**config.mk**
```make
export PLATFORM = sky130hd
export DESIGN_NAME = alu_arbiter
export DESIGN_NICKNAME = d
export VERILOG_FILES = /design/src/rtl/alu_arbiter.sv
export SDC_FILE = /design/constraint.sdc
export NUM_CORES = 1
export LEC_CHECK = 0
export CORE_AREA = 3 3 210 212
export CTS_CLUSTER_SIZE = 20
export DETAILED_ROUTE_END_ITERATION = 6
export DIE_AREA = 0 0 213 215
export GPL_TIMING_DRIVEN = 0
export PLACE_DENSITY_LB_ADDON = 0.12
export REMOVE_ABC_BUFFERS = 1
export SLEW_MARGIN = 15
export SYNTH_ARGS = -nofsm -noshare
export SYNTH_HDL_FRONTEND = slang
export SYNTH_SLANG_ARGS = --single-unit
```
**constraint.sdc**
```tcl
create_clock -name clk -period 4.45 [get_ports clk]
set_input_delay 0.6675 -clock clk [delete_from_list [all_inputs] [get_ports clk]]
set_output_delay 0.6675 -clock clk [all_outputs]
set_load 0.005 [all_outputs]
```
**src/rtl/alu_arbiter.sv**
```systemverilog
// Round-robin arbiter sharing one combinational ALU between NREQ valid/ready requesters,
// holding a single registered result until its owner consumes it.
module alu_arbiter #(
    parameter int unsigned NREQ = 2,
    parameter int unsigned OPW  = 5
) (
    input  logic                 clk,
    input  logic                 reset,
    input  logic [NREQ-1:0]      req_valid,
    output logic [NREQ-1:0]      req_ready,
    input  logic [64*NREQ-1:0]   req_a,
    input  logic [64*NREQ-1:0]   req_b,
    input  logic [OPW*NREQ-1:0]  req_op,
    output logic [NREQ-1:0]      resp_valid,
    output logic [63:0]          resp_data,
    input  logic [NREQ-1:0]      resp_ready,
    output logic [63:0]          alu_a,
    output logic [63:0]          alu_b,
    output logic [OPW-1:0]       alu_op,
    input  logic [63:0]          alu_data
);

    localparam int unsigned DW = 64;
    localparam int unsigned IW = (NREQ > 1) ? $clog2(NREQ) : 1;

    typedef enum logic {IDLE, HOLD} state_e;

    state_e          state_q, state_d;
    logic [IW-1:0]   owner_q, owner_d;
    logic [IW-1:0]   rr_ptr_q, rr_ptr_d;
    logic [DW-1:0]   resp_data_q, resp_data_d;

    logic            grant_vld_c;
    logic [IW-1:0]   grant_idx_c;
    logic [IW-1:0]   cand_c;
    logic            can_accept_c;
    logic            accept_c;

    // First valid requester at or after rr_ptr, wrapping modulo NREQ.
    always_comb begin
        grant_vld_c = 1'b0;
        grant_idx_c = '0;
        cand_c      = '0;
        for (int unsigned k = 0; k < NREQ; k++) begin
            cand_c = IW'((32'(rr_ptr_q) + k) % NREQ);
            if (!grant_vld_c && req_valid[cand_c]) begin
                grant_vld_c = 1'b1;
                grant_idx_c = cand_c;
            end
        end
    end

    always_comb begin
        can_accept_c = (state_q == IDLE) || ((state_q == HOLD) && resp_ready[owner_q]);
        accept_c     = can_accept_c && grant_vld_c;
    end

    // Granted operands reach the ALU even while blocked, so req_ready never depends on them.
    always_comb begin
        alu_a  = '0;
        alu_b  = '0;
        alu_op = '0;
        if (grant_vld_c) begin
            alu_a  = req_a[DW*32'(grant_idx_c) +: DW];
            alu_b  = req_b[DW*32'(grant_idx_c) +: DW];
            alu_op = req_op[OPW*32'(grant_idx_c) +: OPW];
        end
    end

    always_comb begin
        req_ready = '0;
        if (accept_c) begin
            req_ready[grant_idx_c] = 1'b1;
        end
    end

    always_comb begin
        resp_valid = '0;
        for (int unsigned i = 0; i < NREQ; i++) begin
            resp_valid[i] = (state_q == HOLD) && (owner_q == IW'(i));
        end
    end

    assign resp_data = resp_data_q;

    // Consuming and accepting in the same cycle keeps HOLD with the new result.
    always_comb begin
        state_d     = state_q;
        owner_d     = owner_q;
        rr_ptr_d    = rr_ptr_q;
        resp_data_d = resp_data_q;
        case (state_q)
            IDLE: state_d = IDLE;
            HOLD: if (resp_ready[owner_q]) state_d = IDLE;
        endcase
        if (accept_c) begin
            state_d     = HOLD;
            owner_d     = grant_idx_c;
            rr_ptr_d    = (grant_idx_c == IW'(NREQ-1)) ? '0 : grant_idx_c + IW'(1);
            resp_data_d = alu_data;
        end
    end

    always_ff @(posedge clk or posedge reset) begin
        if (reset) begin
            state_q     <= IDLE;
            owner_q     <= '0;
            rr_ptr_q    <= '0;
            resp_data_q <= '0;
        end else begin
            state_q     <= state_d;
            owner_q     <= owner_d;
            rr_ptr_q    <= rr_ptr_d;
            resp_data_q <= resp_data_d;
        end
    end

endmodule

```
==> out/results.md, run 1 <==
| Group | Quantity | This run |
|:---|:---|:---|
| timing | Worst clock skew | 0.00770 ns |
| synth | Top cells by area, synth | dfrtp_1 (36%), o21ai_0 (14%), nand3_1 (14%), mux2_2 (14%), nand2_1 (11%) |
| synth | Number of enable-type register cells in the synthesized netlist | 0 |
| die | Area inside the core boundary | 0.0421 sq mm |
| route | Amount of wire on met3 after detailed routing | 2890 um |
| route | First drt pass iteration count | 5 |
| clock network | H-tree depth reported by CTS | 3 |
| synth | Post-synth top cells | o21ai_0 (134), nand2_1 (133), nand3_1 (133) |
| die | Die height | 215 um |
| synth | Sequential share of the synthesized area | 36.0% |
| timing | Crit path time final | 4.02 ns |
| global route | GRT Total Usage | 14.5% |
| synth | Average cell area after synthesis | 7.55 sq um |
| route | WL/cell | 21.5 um |
| synth | Post-synthesis cell count | 616 |
| clock network | Clock network latency to the later pin of the worst-skew pair | 0.34 ns |
| clock network | Number of sinks driven by the clock tree | 67 |
| timing | Setup repair after global routing missed its margin | no |
| layout | Ratio of cells with drive above 1 in the final layout | 8.09% |
| clock network | Hold buffers post-CTS | 0 |
| layout | Flip-flop and latch area | 0.00168 sq mm |
| layout | Finished Layout Cells | 1,655 |
| pwr | Leakage component of the power | 4.12 nW |
| die | Effective utilization at floorplan | 11.0% |
| clock network | CTS Root Cell | clkbuf_16 |
| clock network | Reg clk slew, reported paths | 0.06 ns |
| critical path | Maximum fanout along the worst path | 51 |
| critical path | Kind of launch point of the worst setup path | primary input |
| synth | Cell type with the largest total area after synthesis | dfrtp_1 |
| global route | Via count of the first global-routing pass | 6,546 |
| synth | Number of distinct library cells after synthesis | 21 |
| critical path | Data arrival time at the worst-slack endpoint | 3.35 ns |
| pwr | Largest voltage drop on the vdd net | 0.214 mV |
| critical path | Critical path class | primary input to output port |
| hold path | Worst Hold Class | flip-flop to flip-flop |
| layout | Area overhead of the layout relative to synthesis | 136% |
| placed design | Number of buffers inserted by port buffering | 536 |
| synth | Fraction of registers with async set or reset after synthesis | 100% |
| synth | Area share of the leading cell type in the synthesized netlist | 36.0% |
| global route | Grt total ovfl | 0 |
| flow run | Total of max-cap violations | 0 |
| route | Post-detailed-route DRC marker count | 0 |
| clock network | Setup Buffers After CTS | 0 |
| clock network | Cts bufs inserted | 9 |
| die | Width of the die | 213 um |
| route | Per-cell via count in the routed design | 3.94 |
| timing | Minimum hold slack | 0.493 ns |
| layout | Number of filler instances in the final layout | 4,612 |
| timing | Worst slew margin | 59.5% |
| clock network | Deepest clock path buffer count | 2 |
| placed design | Half-perimeter wire length of the detailed placement result | 28,800 um |
| timing | Final number of hold-violating endpoints | 0 |
| layout | Area of the multi-input gates | 0.00268 sq mm |
| status | Outcome | finished clean |
| route | Routed wire length | 35,600 um |
| global route | Maximum number of pins on one net before global-route repair | 94 |
| route | Via count | 6,515 |
| clock network | Clock tree from TritonCTS | yes |
| synth | Top-count cell post-synth | o21ai_0 |
| critical path | Data required time at the worst endpoint | 3.78 ns |
| pwr | PD cells | 325 mW/mm^2 |
| synth | Flip-flop cell with the highest count after synthesis | dfrtp_1 |
| route | Met2 wire length | 18,700 um |
| synth | Synth Warn # | 0 |
| timing | Worst slew pin tran | 0.606 ns |
| timing | Final-report setup violation count | 0 |
| route | ANT nets after route | 0 |
| global route | Initial antenna violation count | 6 |
| critical path | Setup crit end kind | output port |
| timing | Final cycle utilization of the critical path | 90.3% |
| route | Highest routed metal layer | met5 |
| placed design | Inst Count DP | 1,635 |
| route | 1st-iter DRT viols | 332 |
| global route | First-pass GRT wire length | 48,300 um |
| clock network | Total of cells resized after clock tree synthesis | 0 |
| timing | Pins Over Slew Limit | 0 |
| die | Top-level port count | 537 |
| layout | Net count, final | 1,443 |
| synth | Cell Area, Synth | 0.00465 sq mm |
| die | Core Rows | 75 |
| die | Die Footprint | 0.0458 sq mm |
| timing | Maximum clock rate | 249 MHz |
| pwr | Power after layout | 3.58 mW |
| route | Total routed wire length on the met1 layer | 13,400 um |
| synth | Number of flip-flops and latches in the synthesized netlist | 67 |
| placed design | Gp weighted congestion | 0.896 |
per-stage QoR:
| step | instance area (sq um) | worst slack, ns | util, % | setup TNS, ns |
|---|---|---|---|---|
| 6_report | 11000 | 0.431 | 26.1 | 0 |
| 2_1_floorplan | 4360 | -1.46 | - | -196.50 |
| 3_3_place_gp | 10400 | -13.16 | 24.7 | -1992.95 |
| 3_5_place_dp | 10700 | 0.426 | 25.3 | 0 |
| 5_1_grt | 11000 | 0.306 | 26.1 | 0 |
| 4_1_cts | 11000 | 0.408 | 26.1 | 0 |
cells by family (layout without fill, tap and decap cells):
group	Yosys count	after routing	synth area share (%)
multiplexers	65	65	15.7
buffers and inverters	68	564	6.51
flip-flops	67	67	36.0
AND/OR/NAND/NOR	278	278	26.5
AO/OA/AOI/OAI	138	138	15.2
other	0	4	0
cell type report:
cell class | instances | area share, %
Tap cell | 539 | 6.13
Multi-Input combinational cell | 481 | 24.4
Antenna cell | 4 | 0.0910
Inverter | 2 | 0.0910
Clock inverter | 5 | 0.762
Clock buffer | 11 | 2.21
Timing Repair Buffer | 546 | 51.1
Sequential cell | 67 | 15.2
registers in the layout (all words and copies together) (netlist names):
register,flops
resp_data,64
state_q,1
rr_ptr_q,1
owner_q,1
cell usage in the layout (no fill, tap or decap), types with 2 or more instances in the layout:
| cell type | count |
|---|---|
| buf_12 | 3 |
| diode_2 | 4 |
| clkdlybuf4s50_1 | 534 |
| nand3_1 | 133 |
| mux2_1 | 5 |
| and2_1 | 2 |
| nor2_1 | 2 |
| clkbuf_16 | 9 |
| nand2_1 | 133 |
| nor2b_1 | 3 |
| o21ai_0 | 134 |
| clkinvlp_4 | 2 |
| buf_6 | 2 |
| mux2_2 | 59 |
| nand2b_1 | 2 |
| buf_16 | 7 |
| dfrtp_1 | 67 |
| a31oi_1 | 2 |
| bufinv_16 | 2 |
path summary, 6_finish.rpt:
check	from	slack [ns]	cells after the start	endpoint
setup / recovery	req_valid[0]	0.43	7	alu_a[27]
hold reg to reg	resp_data[32]	0.49	1	resp_data[32]
hold / removal	resp_data[32]	0.49	1	resp_data[32]
setup reg to reg	owner_q	2.40	5	resp_data[24]
max in group asynchronous	reset	3.22	3	resp_data[4]
min in group asynchronous	reset	0.68	2	resp_data[10]
metal layers:
metal  track usage, %  up-vias
met1             16.1     3073
li1                 -     3126
met5                0        -
met2             27.0      293
met4             3.30        2
met3             4.07       21
power breakdown:
part | internal [mW] | switching, mW | total (mW) | leakage (nW)
combinational | 1.15 | 0.781 | 1.93 | 3.19
clock | 0.508 | 0.285 | 0.793 | 0.152
sequential | 0.771 | 0.0822 | 0.853 | 0.779
worst max-delay path, stage by stage:
cell and delay (ns):
buf_6 0.33, nand2b_4 0.30, buf_16 0.28, and2_4 0.31, buf_12 0.24, o21ai_0 0.50, clkdlybuf4s50_1 0.62
(Power assumes the default switching activity.)
==> run 2, diff against run 1 <==
--- a/config.mk
+++ b/config.mk
@@ -10,7 +10,7 @@
 export DETAILED_ROUTE_END_ITERATION = 6
 export DIE_AREA = 0 0 213 215
 export GPL_TIMING_DRIVEN = 0
-export PLACE_DENSITY_LB_ADDON = 0.12
+export PLACE_DENSITY = 0.4
 export REMOVE_ABC_BUFFERS = 1
 export SLEW_MARGIN = 15
 export SYNTH_ARGS = -nofsm -noshare
==> out/results.md, run 2 (synthesis gave the netlist of run 1 again) <==
| Group | Quantity | This run | vs previous |
|:---|:---|:---|:---|
| status | Outcome | finished clean |  |
| pwr | Logic pwr share | 52.5% | -1.5 points |
| timing | Crit path time final | 4.16 ns | +0.142 ns |
| global route | GRT Total Usage | 11.9% | -2.6 points |
| hold path | Worst Hold Class | flip-flop to flip-flop |  |
| pwr | Leakage component of the power | 4.15 nW | +0.56% |
| timing | Final number of hold-violating endpoints | 0 | unchanged |
| placed design | Half-perimeter wire length of the detailed placement result | 23,000 um | -20% |
| global route | Gr busiest metal | met2 |  |
| clock network | Deepest clock path buffer count | 2 | unchanged |
| critical path | Data arrival time at the worst-slack endpoint | 3.49 ns | +0.14 ns |
| placed design | Gp weighted congestion | 0.811 | -9.4% |
| pwr | Largest voltage drop on the vdd net | 0.219 mV | +2.4% |
| pwr | Power after layout | 3.57 mW | -0.29% |
| global route | Maximum number of pins on one net before global-route repair | 96 | +2.1% |
| critical path | Maximum fanout along the worst path | 78 | +53% |
| route | ANT nets after route | 0 | unchanged |
| die | Top-level port count | 537 | unchanged |
| timing | Pins Over Slew Limit | 0 | unchanged |
| die | Core Rows | 75 | unchanged |
| flow run | Total of max-cap violations | 0 | unchanged |
| layout | Number of filler instances in the final layout | 4,583 | -0.63% |
| timing | Worst clock skew | 0.0106 ns | +0.00285 ns |
| clock network | Hold buffers post-CTS | 0 | unchanged |
| timing | Worst slew margin | 54.2% | -5.3 points |
| critical path | Crit-path cells | buf_6 -> buf_16 -> nand2b_4 -> buf_16 -> and2_4 -> buf_16 -> o21ai_0 -> clkdlybuf4s50_1 |  |
| layout | Commonest cells after routing, fill and taps aside | clkdlybuf4s50_1 (534), o21ai_0 (134), nand2_1 (133), nand3_1 (133), dfrtp_1 (67) |  |
| timing | Total negative slack for setup checks | 0 ns | unchanged |
| critical path | Setup crit end kind | output port |  |
| critical path | Worst path bufs/invs | 5 | +1 |
| global route | Met2 Usage GRT | 22.4% | -4.6 points |
| critical path | Critical path class | primary input to output port |  |
| timing | Worst slew pin tran | 0.687 ns | +0.0810 ns |
| clock network | H-tree depth reported by CTS | 3 | unchanged |
| clock network | Clock network latency to the later pin of the worst-skew pair | 0.33 ns | about the same |
| clock network | Setup Buffers After CTS | 0 | unchanged |
| route | 1st-iter DRT viols | 284 | -14% |
| layout | Area overhead of the layout relative to synthesis | 137% |  |
| clock network | Cts bufs inserted | 9 | unchanged |
| timing | Setup repair after global routing missed its margin | no |  |
| clock network | Reg clk slew, reported paths | 0.06 ns | about the same |
| critical path | Kind of cell adding the most delay to the critical path | buffers and inverters |  |
| die | Width of the die | 213 um | unchanged |
| die | Die Footprint | 0.0458 sq mm | unchanged |
| pwr | PD cells | 323 mW/mm^2 | -0.55% |
| route | Via count | 6,385 | -2.0% |
| die | Effective utilization at floorplan | 11.0% | unchanged |
| timing | Final cycle utilization of the critical path | 93.5% | +3.2 points |
| route | Post-detailed-route DRC marker count | 0 | unchanged |
| pwr | Seq pwr share | 23.8% | about the same |
| timing | Final-report setup violation count | 0 | unchanged |
| global route | Grt total ovfl | 0 | unchanged |
| layout | Net count, final | 1,443 | unchanged |
| critical path | Delay contributed by the slowest stage of the critical path | 0.58 ns | -0.04 ns |
| route | Routed wire length | 29,700 um | -17% |
| pwr | Psw | 1.09 mW | -5.5% |
| clock network | Total of cells resized after clock tree synthesis | 0 | unchanged |
| clock network | Number of sinks driven by the clock tree | 67 | unchanged |
| die | Area inside the core boundary | 0.0421 sq mm | unchanged |
| clock network | Clock tree from TritonCTS | yes |  |
| global route | Met1 global-route usage | 13.5% | -2.6 points |
| route | First drt pass iteration count | 4 | -1 |
| critical path | Data required time at the worst endpoint | 3.78 ns | about the same |
| critical path | Kind of launch point of the worst setup path | primary input |  |
| critical path | Most common cell on crit path | buf_16 |  |
| global route | Via count of the first global-routing pass | 6,475 | -1.1% |
| route | Per-cell via count in the routed design | 3.87 | -1.8% |
| route | WL/cell | 18.0 um | -16% |
| pwr | Cell internal pwr | 2.48 mW | +2.2% |
| layout | Most common cell after layout, fill and taps aside | clkdlybuf4s50_1 |  |
| die | Die height | 215 um | unchanged |
| placed design | Number of buffers inserted by port buffering | 536 | unchanged |
| pwr | Sw Share | 30.4% | -1.7 points |
| layout | Ratio of cells with drive above 1 in the final layout | 8.18% | +0.090 points |
| global route | Global routing met3 resource utilization | 2.84% | -1.2 points |
| layout | Flip-flop count of the largest register after layout | 64 | unchanged |
| global route | Initial antenna violation count | 1 | -5 |
| clock network | CTS Root Cell | clkbuf_16 |  |
| timing | Maximum clock rate | 240 MHz | -3.4% |
| global route | First-pass GRT wire length | 41,800 um | -13% |
| critical path | Highest-delay cell along the critical path | clkdlybuf4s50_1 |  |
| pwr | Clk network pwr share | 23.7% | +1.5 points |
## run 2: final timing paths
path | start | to | slack (ns) | cells after the start
setup / recovery | req_valid[0] | alu_a[23] | 0.29 | 8
hold / removal | resp_data[30] | resp_data[30] | 0.48 | 1
setup reg to reg | owner_q | resp_data[40] | 2.49 | 5
hold reg to reg | resp_data[30] | resp_data[30] | 0.48 | 1
max in group asynchronous | reset | resp_data[61] | 3.27 | 3
min in group asynchronous | reset | resp_data[29] | 0.61 | 2
## run 2: layer usage
layer / share of wire (%) / vias to the layer above / wire length, um
li1: - / 3130 / -
met1: 39 / 2965 / 11600
met2: 53 / 263 / 15700
met3: 6.5 / 25 / 1930
met4: 1.5 / 2 / 457
met5: 0.044 / - / 13
## run 2: power groups by stage
stage | Clock [mW] | Combinational (mW) | Sequential (mW)
6_report | 0.845 | 1.87 | 0.850
5_1_grt | 0.898 | 2.01 | 0.875
4_1_cts | 0.872 | 1.91 | 0.852
3_5_place_dp | 0 | 1.90 | 0.862
3_3_place_gp | 0 | 1.88 | 0.855
2_1_floorplan | 0 | 0.537 | 0.872
## run 2: through the flow
stage | hold WS [ns] | setup slack [ns] | util, % | cells | area (sq um)
floorplan | 0.476 | -1.46 | - | 550 | 4360
global placement | 0.471 | -12.29 | 24.7 | 1625 | 10400
detailed placement | 0.474 | 0.106 | 25.3 | 1634 | 10700
CTS | 0.487 | 0.101 | 26.1 | 1650 | 11000
global route | 0.516 | 0.0927 | 26.2 | 1651 | 11000
finish | 0.484 | 0.290 | 26.2 | 1652 | 11000
## run 2: cell type report
cell class | count | area (sq um) | share of cell area [%]
Clock inverter | 6 | 111 | 1.01
Sequential cell | 67 | 1680 | 15.2
Antenna cell | 1 | 2.50 | 0.0227
Timing Repair Buffer | 546 | 5630 | 51.1
Inverter | 2 | 10.0 | 0.0908
Multi-Input combinational cell | 481 | 2680 | 24.3
Tap cell | 539 | 674 | 6.11
Clock buffer | 10 | 239 | 2.17
==> run 3, diff against run 2 <==
--- a/config.mk
+++ b/config.mk
@@ -6,10 +6,12 @@
 export NUM_CORES = 1
 export LEC_CHECK = 0
 export CORE_AREA = 3 3 210 212
+export CTS_CLUSTER_DIAMETER = 40
 export CTS_CLUSTER_SIZE = 20
 export DETAILED_ROUTE_END_ITERATION = 6
 export DIE_AREA = 0 0 213 215
 export GPL_TIMING_DRIVEN = 0
+export MAX_ROUTING_LAYER = met4
 export PLACE_DENSITY = 0.4
 export REMOVE_ABC_BUFFERS = 1
 export SLEW_MARGIN = 15
==> out/results.md, run 3 (synthesis gave the netlist of run 1 again) <==
| Group | Quantity | This run | vs previous |
|:---|:---|:---|:---|
| critical path | Setup crit end kind | output port |  |
| die | Die Footprint | 0.0458 sq mm | unchanged |
| clock network | Setup Buffers After CTS | 0 | unchanged |
| timing | Final-report setup violation count | 0 | unchanged |
| pwr | Sw Share | 30.4% | -0.036 points |
| route | WL/cell | 17.9 um | -0.16% |
| die | Die height | 215 um | unchanged |
| clock network | Reg clk slew, reported paths | 0.06 ns | about the same |
| clock network | Clock network latency to the later pin of the worst-skew pair | 0.33 ns | about the same |
| global route | Via count of the first global-routing pass | 6,502 | +0.42% |
| layout | Finished Layout Cells | 1,654 | +0.12% |
| placed design | Half-perimeter wire length of the detailed placement result | 23,000 um | unchanged |
| placed design | Inst Count DP | 1,634 | unchanged |
| layout | Final standard cell utilization of the core | 26.2% | about the same |
| global route | First-pass GRT wire length | 41,700 um | -0.18% |
| pwr | Power after layout | 3.56 mW | about the same |
| die | Area inside the core boundary | 0.0421 sq mm | unchanged |
| placed design | Dpl cell area | 0.0107 sq mm | unchanged |
| clock network | CTS Root Cell | clkbuf_16 |  |
| die | Top-level port count | 537 | unchanged |
| timing | Setup repair after global routing missed its margin | no |  |
| layout | Final Instance Area | 0.0110 sq mm | about the same |
| layout | Net count, final | 1,443 | unchanged |
| route | First drt pass iteration count | 4 | unchanged |
| clock network | Number of sinks driven by the clock tree | 67 | unchanged |
| timing | Final cycle utilization of the critical path | 93.4% | about the same |
| timing | Worst clock skew | 0.0112 ns | +0.000657 ns |
| timing | Final number of hold-violating endpoints | 0 | unchanged |
| placed design | Gp weighted congestion | 0.823 | +1.5% |
| global route | GRT Total Usage | 12.2% | +0.35 points |
| critical path | Data arrival time at the worst-slack endpoint | 3.49 ns | about the same |
| clock network | H-tree depth reported by CTS | 3 | unchanged |
| status | Outcome | finished clean |  |
| pwr | PD cells | 323 mW/mm^2 | about the same |
| die | Effective utilization at floorplan | 11.0% | unchanged |
| hold path | Worst Hold Class | flip-flop to flip-flop |  |
| layout | Most common cell after layout, fill and taps aside | clkdlybuf4s50_1 |  |
| clock network | Hold buffers post-CTS | 0 | unchanged |
| pwr | Leakage component of the power | 4.15 nW | about the same |
| critical path | Flop-to-flop setup slack | 2.48 ns | about the same |
| die | Core Rows | 75 | unchanged |
| global route | Maximum number of pins on one net before global-route repair | 96 | unchanged |
| critical path | Maximum fanout along the worst path | 78 | unchanged |
| pwr | Psw | 1.08 mW | -0.17% |
| global route | Grt total ovfl | 0 | unchanged |
| global route | Initial antenna violation count | 1 | unchanged |
| layout | Ratio of cells with drive above 1 in the final layout | 8.18% | unchanged |
| pwr | Largest voltage drop on the vdd net | 0.220 mV | +0.27% |
| pwr | Seq pwr share | 23.8% | about the same |
| critical path | Data required time at the worst endpoint | 3.78 ns | about the same |
| layout | Commonest cells after routing, fill and taps aside | clkdlybuf4s50_1 (534), o21ai_0 (134), nand2_1 (133), nand3_1 (133), dfrtp_1 (67) |  |
| route | 1st-iter DRT viols | 290 | +2.1% |
| timing | Crit path time final | 4.16 ns | -0.00204 ns |
| route | Via count | 6,369 | -0.25% |
| timing | Worst slew margin | 55.3% | +1.1 points |
| pwr | Cell internal pwr | 2.48 mW | about the same |
| layout | Flip-flop count of the largest register after layout | 64 | unchanged |
| layout | Number of filler instances in the final layout | 4,582 | -0.022% |
| placed design | Number of buffers inserted by port buffering | 536 | unchanged |
| route | ANT nets after route | 0 | unchanged |
| clock network | Cts bufs inserted | 9 | unchanged |
| flow run | Total of max-cap violations | 0 | unchanged |
| route | Routed wire length | 29,700 um | about the same |
| critical path | Kind of launch point of the worst setup path | primary input |  |
| timing | Pins Over Slew Limit | 0 | unchanged |
| pwr | Clk network pwr share | 23.7% | about the same |
| pwr | Logic pwr share | 52.5% | about the same |
| clock network | Clock tree from TritonCTS | yes |  |
| timing | Worst slew pin tran | 0.671 ns | -0.0167 ns |
| clock network | Deepest clock path buffer count | 2 | unchanged |
| layout | Area overhead of the layout relative to synthesis | 137% | about the same |
| clock network | Total of cells resized after clock tree synthesis | 0 | unchanged |
| die | Width of the die | 213 um | unchanged |
| critical path | Critical path class | primary input to output port |  |
| route | Post-detailed-route DRC marker count | 0 | unchanged |
| route | Per-cell via count in the routed design | 3.85 | -0.37% |
| timing | Maximum clock rate | 240 MHz | about the same |
## run 3: final cells by class
type | instances | area [sq um] | area share, %
diodes | 3 | 7.51 | 0.0680
clock buffers | 10 | 239 | 2.17
clock inverters | 6 | 111 | 1.01
inverters | 2 | 10.0 | 0.0907
multi-input cells | 481 | 2680 | 24.3
flip-flops and latches | 67 | 1680 | 15.2
well taps | 539 | 674 | 6.11
repair buffers | 546 | 5630 | 51.0
## run 3: metrics by stage
step	hold slack, ns	TNS [ns]	worst slack (ns)
after floorplan	0.476	-196.50	-1.46
after global placement	0.471	-1886.73	-12.29
after detailed placement	0.474	0	0.106
after CTS	0.487	0	0.101
after global routing	0.516	0	0.0802
final	0.484	0	0.292
## run 3: final timing paths
check / startpoint / depth (start not counted) / endpoint
max reg2reg: owner_q / 5 / resp_data[40]
min reg2reg: resp_data[30] / 1 / resp_data[30]
min in group asynchronous: reset / 2 / resp_data[29]
min: resp_data[30] / 1 / resp_data[30]
max: req_valid[0] / 8 / alu_a[23]
max in group asynchronous: reset / 3 / resp_data[61]
## run 3: worst max-delay path: stages
cell and delay (ns):
buf_6 0.32, buf_16 0.29, nand2b_4 0.24, buf_16 0.25
and2_4 0.37, buf_16 0.28, o21ai_0 0.35, clkdlybuf4s50_1 0.58
## run 3: routing by layer
layer  GRT usage, %  routed length [um]
met1           13.9               11700
met2           22.4               15800
met3           2.25                1710
met4           2.28                 461
met5              -                   0
## run 3: power groups by stage
stage,Combinational (mW),Clock (mW),Sequential (mW)
after floorplan,0.537,0,0.872
after global placement,1.88,0,0.855
after detailed placement,1.90,0,0.862
after CTS,1.91,0.872,0.852
after global routing,2.01,0.898,0.875
final,1.87,0.844,0.850
